$ cat config.mk
export PLATFORM = sky130hd
export DESIGN_NAME = hazard_ctrl_unit_flat
export DESIGN_NICKNAME = d
export VERILOG_FILES = /design/src/rtl/hazard_ctrl_if.sv /design/src/rtl/hazard_ctrl_unit.sv /design/src/flat_wrapper.sv
export SDC_FILE = /design/constraint.sdc
export NUM_CORES = 1
export LEC_CHECK = 0
export CAP_MARGIN = 20
export CORE_ASPECT_RATIO = 1.1
export CORE_MARGIN = 1.5
export CORE_UTILIZATION = 29
export CTS_BUF_LIST = sky130_fd_sc_hd__clkbuf_16
export DETAILED_ROUTE_END_ITERATION = 12
export HOLD_SLACK_MARGIN = 0.15
export PLACE_DENSITY_LB_ADDON = 0.15
export REMOVE_ABC_BUFFERS = 1
export SETUP_SLACK_MARGIN = 0.4
export SYNTH_ARGS = -nofsm -noshare
export SYNTH_HDL_FRONTEND = slang
export SYNTH_SLANG_ARGS = --single-unit
$ cat constraint.sdc
create_clock -name CLK -period 3.5 [get_ports CLK]
set_input_delay 0.525 -clock CLK [delete_from_list [all_inputs] [get_ports CLK]]
set_output_delay 0.525 -clock CLK [all_outputs]
set_load 0.1 [all_outputs]
$ cat src/rtl/hazard_ctrl_if.sv
// Control/status bundle between the 5-stage datapath and the hazard control unit.
// The datapath drives through the master modport. The hazard unit uses the slave modport.
interface hazard_ctrl_if #(
    parameter int REGW = 5
);
    logic            halt;
    logic            ihit;
    logic            dhit;
    logic            dmemREN;
    logic            dmemWEN;
    logic            branch_taken;
    logic            jump;
    logic [REGW-1:0] ifid_rs;
    logic [REGW-1:0] ifid_rt;
    logic [REGW-1:0] idex_rs;
    logic [REGW-1:0] idex_rt;
    logic [REGW-1:0] idex_rd;
    logic            idex_memread;
    logic [REGW-1:0] xmem_rd;
    logic            xmem_regwen;
    logic [REGW-1:0] mwb_rd;
    logic            mwb_regwen;

    logic            stall_ifid;
    logic            stall_idex;
    logic            stall_xmem;
    logic            stall_wb;
    logic            flush_ifid;
    logic            flush_idex;
    logic            flush_xmem;
    logic            flush_wb;
    logic            pc_en;
    logic [1:0]      fwd_a;
    logic [1:0]      fwd_b;
    logic            halted;
    logic            mem_timeout;

    modport master (
        output halt, ihit, dhit, dmemREN, dmemWEN, branch_taken, jump,
               ifid_rs, ifid_rt, idex_rs, idex_rt, idex_rd, idex_memread,
               xmem_rd, xmem_regwen, mwb_rd, mwb_regwen,
        input  stall_ifid, stall_idex, stall_xmem, stall_wb,
               flush_ifid, flush_idex, flush_xmem, flush_wb,
               pc_en, fwd_a, fwd_b, halted, mem_timeout
    );

    modport slave (
        input  halt, ihit, dhit, dmemREN, dmemWEN, branch_taken, jump,
               ifid_rs, ifid_rt, idex_rs, idex_rt, idex_rd, idex_memread,
               xmem_rd, xmem_regwen, mwb_rd, mwb_regwen,
        output stall_ifid, stall_idex, stall_xmem, stall_wb,
               flush_ifid, flush_idex, flush_xmem, flush_wb,
               pc_en, fwd_a, fwd_b, halted, mem_timeout
    );
endinterface

$ cat src/rtl/hazard_ctrl_unit.sv
// Hazard control for the 5-stage core: registered RUN/MEMWAIT/LUSTALL/HALTED FSM,
// memory watchdog and EX-stage forwarding selects. Drives the latch stall/flush controls and pc_en.
module hazard_ctrl_unit #(
    parameter int REGW         = 5,
    parameter int LU_BUBBLES   = 1,
    parameter int MEM_WAIT_MAX = 15
) (
    input  logic          CLK,
    input  logic          nRST,
    hazard_ctrl_if.slave  hc
);
    typedef enum logic [1:0] {ST_RUN, ST_MEMWAIT, ST_LUSTALL, ST_HALTED} state_t;

    localparam logic [2:0] LU_RELOAD = 3'(LU_BUBBLES - 1);
    localparam logic [7:0] WAIT_MAX  = 8'(MEM_WAIT_MAX);

    state_t     state_reg, state_next;
    logic [2:0] lu_cnt_reg, lu_cnt_next;
    logic [7:0] wait_cnt_reg, wait_cnt_next;
    logic       mem_timeout_reg, mem_timeout_next;

    logic memop, mem_stall, redirect, lu;
    logic [7:0] wait_inc;
    // Bit order for both vectors: [3]=IF/ID, [2]=ID/EX, [1]=EX/MEM, [0]=MEM/WB.
    logic [3:0] stall_v, flush_v;
    logic       pc_en_v;

    assign memop     = hc.dmemREN | hc.dmemWEN;
    assign mem_stall = memop & ~hc.dhit;
    assign redirect  = hc.branch_taken | hc.jump;
    assign lu        = hc.idex_memread & (hc.idex_rd != '0) &
                       ((hc.idex_rd == hc.ifid_rs) | (hc.idex_rd == hc.ifid_rt));
    assign wait_inc  = (wait_cnt_reg == 8'hFF) ? wait_cnt_reg : wait_cnt_reg + 8'd1;

    always_ff @(posedge CLK or negedge nRST) begin
        if (!nRST) begin
            state_reg       <= ST_RUN;
            lu_cnt_reg      <= 3'd0;
            wait_cnt_reg    <= 8'd0;
            mem_timeout_reg <= 1'b0;
        end else begin
            state_reg       <= state_next;
            lu_cnt_reg      <= lu_cnt_next;
            wait_cnt_reg    <= wait_cnt_next;
            mem_timeout_reg <= mem_timeout_next;
        end
    end

    always_comb begin
        state_next       = state_reg;
        lu_cnt_next      = lu_cnt_reg;
        wait_cnt_next    = wait_cnt_reg;
        mem_timeout_next = mem_timeout_reg;
        case (state_reg)
            ST_RUN: begin
                if (hc.halt) begin
                    state_next = ST_HALTED;
                end else if (mem_stall) begin
                    state_next    = ST_MEMWAIT;
                    wait_cnt_next = 8'd1;
                end else if (!redirect && lu && (LU_BUBBLES > 1)) begin
                    state_next  = ST_LUSTALL;
                    lu_cnt_next = LU_RELOAD;
                end
            end
            ST_MEMWAIT: begin
                if (!hc.dhit) begin
                    wait_cnt_next = wait_inc;
                end else begin
                    wait_cnt_next = 8'd0;
                    // A load-use stall interrupted by the wait resumes with its remaining bubbles.
                    if (hc.halt)
                        state_next = ST_HALTED;
                    else if (lu_cnt_reg != 3'd0)
                        state_next = ST_LUSTALL;
                    else
                        state_next = ST_RUN;
                end
            end
            ST_LUSTALL: begin
                if (mem_stall) begin
                    state_next    = ST_MEMWAIT;
                    wait_cnt_next = 8'd1;
                end else begin
                    lu_cnt_next = lu_cnt_reg - 3'd1;
                    if (lu_cnt_reg <= 3'd1)
                        state_next = ST_RUN;
                end
            end
            ST_HALTED: state_next = ST_HALTED;
            default:   state_next = ST_RUN;
        endcase
        if (wait_cnt_next >= WAIT_MAX)
            mem_timeout_next = 1'b1;
    end

    always_comb begin
        stall_v = 4'b0000;
        flush_v = 4'b0000;
        pc_en_v = 1'b1;
        if (!nRST) begin
            flush_v = 4'b1111;
            pc_en_v = 1'b0;
        end else begin
            case (state_reg)
                ST_RUN: begin
                    if (hc.halt) begin
                        stall_v = 4'b1000;
                        flush_v = 4'b0100;
                        pc_en_v = 1'b0;
                    end else begin
                        if (mem_stall) begin
                            stall_v = 4'b1110;
                            flush_v = 4'b0001;
                            pc_en_v = 1'b0;
                        end else if (redirect) begin
                            flush_v = 4'b1100;
                        end else if (lu) begin
                            stall_v = 4'b1000;
                            flush_v = 4'b0100;
                            pc_en_v = 1'b0;
                        end else if (!hc.ihit) begin
                            flush_v = 4'b1000;
                            pc_en_v = 1'b0;
                        end
                        // A completing data access shares the memory port, so the fetch is discarded.
                        if (memop && hc.dhit)
                            flush_v[3] = 1'b1;
                    end
                end
                ST_MEMWAIT: begin
                    if (!hc.dhit) begin
                        stall_v = 4'b1110;
                        flush_v = 4'b0001;
                        pc_en_v = 1'b0;
                    end else begin
                        flush_v = redirect ? 4'b1100 : 4'b1000;
                    end
                end
                ST_LUSTALL: begin
                    if (mem_stall) begin
                        stall_v = 4'b1110;
                        flush_v = 4'b0001;
                    end else begin
                        stall_v = 4'b1000;
                        flush_v = 4'b0100;
                    end
                    pc_en_v = 1'b0;
                end
                ST_HALTED: begin
                    stall_v = 4'b1000;
                    flush_v = 4'b0100;
                    pc_en_v = 1'b0;
                end
                default: ;
            endcase
        end
    end

    assign hc.stall_ifid  = stall_v[3];
    assign hc.stall_idex  = stall_v[2];
    assign hc.stall_xmem  = stall_v[1];
    assign hc.stall_wb    = stall_v[0];
    assign hc.flush_ifid  = flush_v[3];
    assign hc.flush_idex  = flush_v[2];
    assign hc.flush_xmem  = flush_v[1];
    assign hc.flush_wb    = flush_v[0];
    assign hc.pc_en       = pc_en_v;
    assign hc.halted      = (state_reg == ST_HALTED);
    assign hc.mem_timeout = mem_timeout_reg;

    // Operand 0 is ALU A (idex_rs), operand 1 is ALU B (idex_rt).
    logic [1:0][REGW-1:0] ex_src;
    logic [1:0][1:0]      fwd_sel;

    assign ex_src[0] = hc.idex_rs;
    assign ex_src[1] = hc.idex_rt;

    genvar gi;
    generate
        for (gi = 0; gi < 2; gi++) begin : g_fwd
            logic xmem_hit, mwb_hit;
            assign xmem_hit = hc.xmem_regwen & (hc.xmem_rd != '0) & (hc.xmem_rd == ex_src[gi]);
            assign mwb_hit  = hc.mwb_regwen  & (hc.mwb_rd  != '0) & (hc.mwb_rd  == ex_src[gi]);
            assign fwd_sel[gi] = !nRST   ? 2'b00 :
                                 xmem_hit ? 2'b10 :
                                 mwb_hit  ? 2'b01 : 2'b00;
        end
    endgenerate

    assign hc.fwd_a = fwd_sel[0];
    assign hc.fwd_b = fwd_sel[1];
endmodule

$ cat src/flat_wrapper.sv
// flat-port wrapper written by rule: the top's interface ports become plain ports
module hazard_ctrl_unit_flat 
#(
    parameter int REGW         = 5,
    parameter int LU_BUBBLES   = 1,
    parameter int MEM_WAIT_MAX = 15
)
  (CLK, nRST, hc_halt, hc_ihit, hc_dhit, hc_dmemREN, hc_dmemWEN, hc_branch_taken, hc_jump, hc_ifid_rs, hc_ifid_rt, hc_idex_rs, hc_idex_rt, hc_idex_rd, hc_idex_memread, hc_xmem_rd, hc_xmem_regwen, hc_mwb_rd, hc_mwb_regwen, hc_stall_ifid, hc_stall_idex, hc_stall_xmem, hc_stall_wb, hc_flush_ifid, hc_flush_idex, hc_flush_xmem, hc_flush_wb, hc_pc_en, hc_fwd_a, hc_fwd_b, hc_halted, hc_mem_timeout);
  hazard_ctrl_if #(.REGW(REGW)) hc_i ();
  input  logic CLK;
  input  logic nRST;
  input wire logic [$bits(hc_i.halt)-1:0] hc_halt;
  input wire logic [$bits(hc_i.ihit)-1:0] hc_ihit;
  input wire logic [$bits(hc_i.dhit)-1:0] hc_dhit;
  input wire logic [$bits(hc_i.dmemREN)-1:0] hc_dmemREN;
  input wire logic [$bits(hc_i.dmemWEN)-1:0] hc_dmemWEN;
  input wire logic [$bits(hc_i.branch_taken)-1:0] hc_branch_taken;
  input wire logic [$bits(hc_i.jump)-1:0] hc_jump;
  input wire logic [$bits(hc_i.ifid_rs)-1:0] hc_ifid_rs;
  input wire logic [$bits(hc_i.ifid_rt)-1:0] hc_ifid_rt;
  input wire logic [$bits(hc_i.idex_rs)-1:0] hc_idex_rs;
  input wire logic [$bits(hc_i.idex_rt)-1:0] hc_idex_rt;
  input wire logic [$bits(hc_i.idex_rd)-1:0] hc_idex_rd;
  input wire logic [$bits(hc_i.idex_memread)-1:0] hc_idex_memread;
  input wire logic [$bits(hc_i.xmem_rd)-1:0] hc_xmem_rd;
  input wire logic [$bits(hc_i.xmem_regwen)-1:0] hc_xmem_regwen;
  input wire logic [$bits(hc_i.mwb_rd)-1:0] hc_mwb_rd;
  input wire logic [$bits(hc_i.mwb_regwen)-1:0] hc_mwb_regwen;
  output wire logic [$bits(hc_i.stall_ifid)-1:0] hc_stall_ifid;
  output wire logic [$bits(hc_i.stall_idex)-1:0] hc_stall_idex;
  output wire logic [$bits(hc_i.stall_xmem)-1:0] hc_stall_xmem;
  output wire logic [$bits(hc_i.stall_wb)-1:0] hc_stall_wb;
  output wire logic [$bits(hc_i.flush_ifid)-1:0] hc_flush_ifid;
  output wire logic [$bits(hc_i.flush_idex)-1:0] hc_flush_idex;
  output wire logic [$bits(hc_i.flush_xmem)-1:0] hc_flush_xmem;
  output wire logic [$bits(hc_i.flush_wb)-1:0] hc_flush_wb;
  output wire logic [$bits(hc_i.pc_en)-1:0] hc_pc_en;
  output wire logic [$bits(hc_i.fwd_a)-1:0] hc_fwd_a;
  output wire logic [$bits(hc_i.fwd_b)-1:0] hc_fwd_b;
  output wire logic [$bits(hc_i.halted)-1:0] hc_halted;
  output wire logic [$bits(hc_i.mem_timeout)-1:0] hc_mem_timeout;
  assign hc_i.halt = hc_halt;
  assign hc_i.ihit = hc_ihit;
  assign hc_i.dhit = hc_dhit;
  assign hc_i.dmemREN = hc_dmemREN;
  assign hc_i.dmemWEN = hc_dmemWEN;
  assign hc_i.branch_taken = hc_branch_taken;
  assign hc_i.jump = hc_jump;
  assign hc_i.ifid_rs = hc_ifid_rs;
  assign hc_i.ifid_rt = hc_ifid_rt;
  assign hc_i.idex_rs = hc_idex_rs;
  assign hc_i.idex_rt = hc_idex_rt;
  assign hc_i.idex_rd = hc_idex_rd;
  assign hc_i.idex_memread = hc_idex_memread;
  assign hc_i.xmem_rd = hc_xmem_rd;
  assign hc_i.xmem_regwen = hc_xmem_regwen;
  assign hc_i.mwb_rd = hc_mwb_rd;
  assign hc_i.mwb_regwen = hc_mwb_regwen;
  assign hc_stall_ifid = hc_i.stall_ifid;
  assign hc_stall_idex = hc_i.stall_idex;
  assign hc_stall_xmem = hc_i.stall_xmem;
  assign hc_stall_wb = hc_i.stall_wb;
  assign hc_flush_ifid = hc_i.flush_ifid;
  assign hc_flush_idex = hc_i.flush_idex;
  assign hc_flush_xmem = hc_i.flush_xmem;
  assign hc_flush_wb = hc_i.flush_wb;
  assign hc_pc_en = hc_i.pc_en;
  assign hc_fwd_a = hc_i.fwd_a;
  assign hc_fwd_b = hc_i.fwd_b;
  assign hc_halted = hc_i.halted;
  assign hc_mem_timeout = hc_i.mem_timeout;
  hazard_ctrl_unit #(.REGW(REGW), .LU_BUBBLES(LU_BUBBLES), .MEM_WAIT_MAX(MEM_WAIT_MAX)) u_core (.CLK(CLK), .nRST(nRST), .hc(hc_i));
endmodule
==> out/qor.txt, run 1 <==
Ant. Diodes: 0
Register Area: 350 sq um
Slew @ Worst Pin: 0.971 ns
Synth warn: 0
Top_reg_cell synth: dfrtp_1
Drt via density: 5.07
Worst setup endpoint: hc_fwd_b[0]
Clk sink count: 14
Slowest cell delay on critical path: 0.53 ns
Hold Path Class: flop to flop
IO Count: 62
Synth top area cells: dfrtp_1, xor2_1, xnor2_1
Starting Density: 30.7%
Die ar.: 5060 sq um
Crit path launch: hc_xmem_rd[0]
Commonest non-fill, non-tap cell in the layout: clkdlybuf4s50_1
Routability congestion estimate: 0.785
Final Instance Count excl. Fillers: 281
Grt ovf: 0
Post-DP HPWL: 2.95 mm
Endpoints failing setup: 0
CP Cell Sequence: clkdlybuf4s50_1 -> or4_1 -> o21ai_0 -> nor4_1 -> nor4_2 -> buf_12
Synth Register Bits: 14
Fmax: 330 MHz
Total CTS buffers: 3
Post-synth EDFFs: 0
Drt pass-1 iters: 4
RSZ-0062 raised after global routing: no
Initial antenna violation count: 0
Mapped Area: 1350 sq um
Total of max-cap violations: 0
WP depth: 6
I/O Buffers: 60
Period minus WS final: 3.03 ns
M3 GR Usage: 3.18%
Pleak: 0.000899 uW
Max Root-Sink Buffers: 2
Setup crit end kind: primary output
TritonCTS clock tree: built
Max-slew headroom: 35.1%
Number of flip-flops in the largest register: 8
Placed Instances: 277
Share of the synthesized area in the top cell type: 26.0%
Worst Skew: 0.00130 ns
Die Ht: 74.5 microns
DRT iter0 DRCs: 75
Row count: 25
R2R setup slack: 1.49 ns
WL final: 3.70 mm
Count of cell types in the netlist: 44
Pwr per Cell Area: 528 nW/um^2
Reg2Reg Capture Point: u_core.hc.mem_timeout
Clk slew on worst S/H paths: 0.05 ns
Post-synthesis cell count: 165
Total GRT Usage: 15.2%
Most frequent cells in the layout: clkdlybuf4s50_1, xor2_1, xnor2_1, dfrtp_1, a21oi_1
Via count: 1424
Clk_lat worst skew: 0.24 ns
CP Buf/Inv Count: 2
DIE WIDTH: 68.0 microns
Hold_buf cts: 0
First-pass GRT wire length: 5.86 mm
Synthesized area per cell: 8.16 sq um
Final Hold Viols: 0
Largest net degree at the start of global routing: 21
CP top delay family: simple AND/OR/NAND/NOR gates
Root buffer cell: clkbuf_16
Layout cells sized above 1: 14.1%
CTS H-tree depth: 1
Antenna viol nets, final: 0
Pins Over Slew Limit: 0
Area grow syn2layout: 63.8%
VDD IR-drop max: 0.000180 V
Status: finished clean
# fillers: 414
Crit path DAT: 2.51 ns
Post-synthesis async set-or-reset flop share: 100%
Layout net count: 279
Crit-path max FO: 3
WL per Instance: 13.2 microns
M1 GR Usage: 19.1%
Period utilisation layout: 86.6%
Core Area: 4380 sq um
Slowest cell on crit path: or4_1
GR Layer Usage met2: 25.0%
Critical Path RT: 2.97 ns
Synth area leader: dfrtp_1
RR Startpoint: u_core.wait_cnt_reg[0]
Register area share after synthesis: 26.0%
Setup Crit Path Kind: input port to primary output
Tot Pwr: 1160 uW
Multi-input logic area: 973 sq um
Grt peak-use layer: met2
Vias in the first global route: 1328
CP startpoint kind: input port
Drt drc: 0
Worst R2R Path Depth: 7
-- layer usage --
metal  wire, microns  part of all wire, %
met2            1680                   45
met1            1640                   44
met3             335                  9.0
met4              56                  1.5
met5               0                    0
-- through the flow --
stage / hold slack (ns) / cell area (sq um) / setup TNS [ns] / worst slack (ns) / utilization (%)
3_5_place_dp: 0.488 / 2090 / 0 / 0.351 / 47.7
4_1_cts: 0.499 / 2170 / 0 / 0.400 / 49.6
6_report: 0.496 / 2210 / 0 / 0.468 / 50.4
2_1_floorplan: 0.229 / 1320 / -4.46 / -1.29 / -
3_3_place_gp: 0.484 / 2090 / 0 / 0.384 / 47.7
5_1_grt: 0.517 / 2210 / 0 / 0.387 / 50.4
-- cell usage after synthesis, types with 2 or more instances --
library cell / count
and3_1: 2
nand2_1: 11
nor4_1: 6
ha_1: 4
and2_1: 3
a21oi_1: 14
or2_2: 2
or4_1: 5
xnor2_1: 14
nor2b_1: 4
a31oi_1: 3
nand2b_1: 3
nor3_1: 4
buf_4: 2
o21ai_0: 6
o31ai_1: 2
a311oi_1: 2
nor2_1: 12
xor2_1: 18
dfrtp_1: 14
inv_1: 6
buf_2: 2
nand3_1: 5
-- repair_timing --
| action | CTS | global route |
|---|---|---|
| cloned | 0 | 0 |
| buffers inserted | 0 | 0 |
| gates resized for setup | 1 | 8 |
| setup endpoints to repair | 1 | 4 |
| pin swaps | 0 | 1 |
-- power by group --
part           internal, uW  leakage (uW)  switching, uW
Sequential              208      0.000179           53.5
Clock                   151     0.0000385           65.7
Combinational           265      0.000682            422
-- logic make-up after synthesis --
| family | after synthesis | share of synthesized area (%) |
|---|---|---|
| adders and majority gates | 4 | 3.72 |
| other | 1 | 0.279 |
| buffers and inverters | 11 | 3.81 |
| and+or+nand+nor | 63 | 25.2 |
| AOI/OAI and AO/OA | 40 | 20.2 |
| xor gates and xnor gates | 32 | 20.8 |
| DFF | 14 | 26.0 |
-- worst reg2reg max path, stage by stage, from the launching register on --
cell and delay, ns:
dfrtp_1 0.43, ha_1 0.21, nand2_2 0.10, or3_1 0.49
a21o_1 0.23, a211oi_2 0.25, nand4_1 0.13, nand3b_1 0.10
-- worst min-delay path by stage --
stage	slack (ns)	from	endpoint	cells past startpoint
after detailed placement	0.49	u_core.lu_cnt_reg[2]	u_core.lu_cnt_reg[2]	1
after global routing	0.52	u_core.lu_cnt_reg[2]	u_core.lu_cnt_reg[2]	1
after global placement	0.48	u_core.lu_cnt_reg[2]	u_core.lu_cnt_reg[2]	1
after CTS	0.50	u_core.lu_cnt_reg[2]	u_core.lu_cnt_reg[2]	1
after floorplan	0.23	nRST	u_core.hc.mem_timeout	0
final	0.50	u_core.lu_cnt_reg[2]	u_core.lu_cnt_reg[2]	1
-- layout make-up --
type | count | share of cell area, %
clock buffer | 3 | 3.40
clock inverter | 1 | 0.170
multi-input combinational | 140 | 44.1
sequential | 14 | 15.9
timing repair buffer | 63 | 32.3
inverter | 6 | 1.02
tap | 54 | 3.06
Note: power is estimated with default switching activity, not from simulation.
==> run 2, diff against run 1 <==
--- a/config.mk
+++ b/config.mk
@@ -6,9 +6,11 @@
 export NUM_CORES = 1
 export LEC_CHECK = 0
 export CAP_MARGIN = 20
+export CELL_PAD_IN_SITES_DETAIL_PLACEMENT = 2
+export CELL_PAD_IN_SITES_GLOBAL_PLACEMENT = 2
 export CORE_ASPECT_RATIO = 1.1
 export CORE_MARGIN = 1.5
-export CORE_UTILIZATION = 29
+export CORE_UTILIZATION = 24
 export CTS_BUF_LIST = sky130_fd_sc_hd__clkbuf_16
 export DETAILED_ROUTE_END_ITERATION = 12
 export HOLD_SLACK_MARGIN = 0.15
==> run 2 against run 1 <==
Effect of this change:
- hold slack better by 0.00091 ns
- largest power group unchanged
- sequential share of layout area decreased by 0.20 points
- via count grew 2.3%
- largest cell class unchanged
- non-clock buffer count fell by 1
- register-to-register slack lost 0.11 ns
==> out/qor.txt, run 2 (synthesis results as in run 1) <==
Drt pass-1 iters: 2
Drt via density: 4.84
Vias in the first global route: 1646
Initial antenna violation count: 0
Routability congestion estimate: 0.822
Largest net degree at the start of global routing: 21
Setup Crit Path Kind: input port to primary output
Core Area: 5400 sq um
Pins Over Slew Limit: 0
TritonCTS clock tree: built
Period utilisation layout: 87.6%
Ant. Diodes: 0
Crit-path max FO: 4
Clk_lat worst skew: 0.24 ns
Status: finished clean
Drt drc: 0
DRT iter0 DRCs: 60
Root buffer cell: clkbuf_16
Fmax: 326 MHz
Commonest non-fill, non-tap cell in the layout: clkdlybuf4s50_1
Total GRT Usage: 17.3%
First-pass GRT wire length: 8.09 mm
DIE WIDTH: 74.4 microns
CP startpoint kind: input port
Reg power frac: 22.3%
Hold Path Depth: 1
Area grow syn2layout: 66.0%
Hold slack: 0.497 ns
Endpoints failing setup: 0
PnR worst setup slack: 0.434 ns
Max Root-Sink Buffers: 2
P_sw: 572 uW
Period minus WS final: 3.07 ns
# fillers: 611
Total of max-cap violations: 0
Clk slew on worst S/H paths: 0.05 ns
Final Hold Viols: 0
WL per Instance: 17.0 microns
Antenna viol nets, final: 0
Post-DP HPWL: 4.30 mm
Pwr per Cell Area: 533 nW/um^2
Row count: 28
Layout net count: 278
Grt ovf: 0
Pleak: 0.000871 uW
Number of flip-flops in the largest register: 8
Layout cells sized above 1: 15.5%
Clk sink count: 14
Via count: 1457
Worst R2R Path Depth: 7
Setup crit end kind: primary output
Crit path DAT: 2.54 ns
Power Internal: 620 uW
Slew @ Worst Pin: 0.969 ns
Clock share of power: 18.3%
I/O Buffers: 60
Total CTS buffers: 3
VDD IR-drop max: 0.000385 V
Max-slew headroom: 35.2%
Comb power frac: 59.4%
Critical Path RT: 2.97 ns
Die Ht: 81.6 microns
Starting Density: 25.0%
CTS H-tree depth: 1
Most frequent cells in the layout: clkdlybuf4s50_1, xor2_1, dfrtp_1
IO Count: 62
Switching share of power: 48.0%
Die ar.: 6070 sq um
WL final: 5.11 mm
RSZ-0062 raised after global routing: yes
Pre-CTS WS: 0.264 ns
Hold_buf cts: 0
Hold Path Class: flop to flop
Worst Skew: 0.00304 ns
-- run 2: area by class of cell --
class                      count  area (sq um)  share of cell area [%]
clock buffer                   3          75.1                    3.36
sequential                    14           350                    15.7
tap                           75          93.8                    4.20
clock inverter                 1          3.75                   0.168
timing repair buffer          62           686                    30.7
multi-input combinational    140          1000                    44.9
inverter                       6          22.5                    1.01
-- run 2: worst max-delay path: stages --
cell	delay, ns
clkdlybuf4s50_1	0.49
or4_1	0.57
o221ai_2	0.26
nand2_1	0.11
a311oi_2	0.36
buf_12	0.22
-- run 2: path summary, 6_finish.rpt --
path | start | endpoint | slack, ns
max | hc_idex_rd[3] | hc_pc_en | 0.43
min | u_core.lu_cnt_reg[2] | u_core.lu_cnt_reg[2] | 0.50
max reg2reg | u_core.wait_cnt_reg[0] | u_core.hc.mem_timeout | 1.38
min reg2reg | u_core.lu_cnt_reg[2] | u_core.lu_cnt_reg[2] | 0.50
max in group asynchronous | nRST | u_core.wait_cnt_reg[4] | 2.56
min in group asynchronous | nRST | u_core.state_reg[1] | 0.73
-- run 2: what timing repair did --
item                                   4_1_cts  5_1_grt
gates resized for setup                      4        8
buffers inserted                             0        0
pin swaps                                    0        3
endpoints found under the hold margin        0        0
setup endpoints to repair                    4        6
-- run 2: per-stage QoR --
step           utilization, %  area, sq um  cells  setup TNS [ns]  power [uW]
5_1_grt                  41.4         2230    301               0        1270
3_5_place_dp             38.8         2090    297               0         970
4_1_cts                  40.7         2200    301               0        1200
6_report                 41.4         2230    301               0        1190
3_3_place_gp             38.8         2090    297               0         938
2_1_floorplan               -         1320    160           -4.46         709
-- run 2: power groups by stage --
stage	logic, uW	clock network (uW)	registers, uW
3_5_place_dp	704	0	266
6_report	708	218	266
5_1_grt	767	229	274
3_3_place_gp	678	0	260
4_1_cts	713	225	265
2_1_floorplan	457	0	251
-- run 2: layer usage --
metal / part of all wire, % / routed length (microns) / track usage, %
met5: 0 / 0 / 0
met4: 0 / 0 / 1.09
met3: 5.3 / 272 / 3.31
met2: 56 / 2870 / 35.3
met1: 39 / 1970 / 18.8
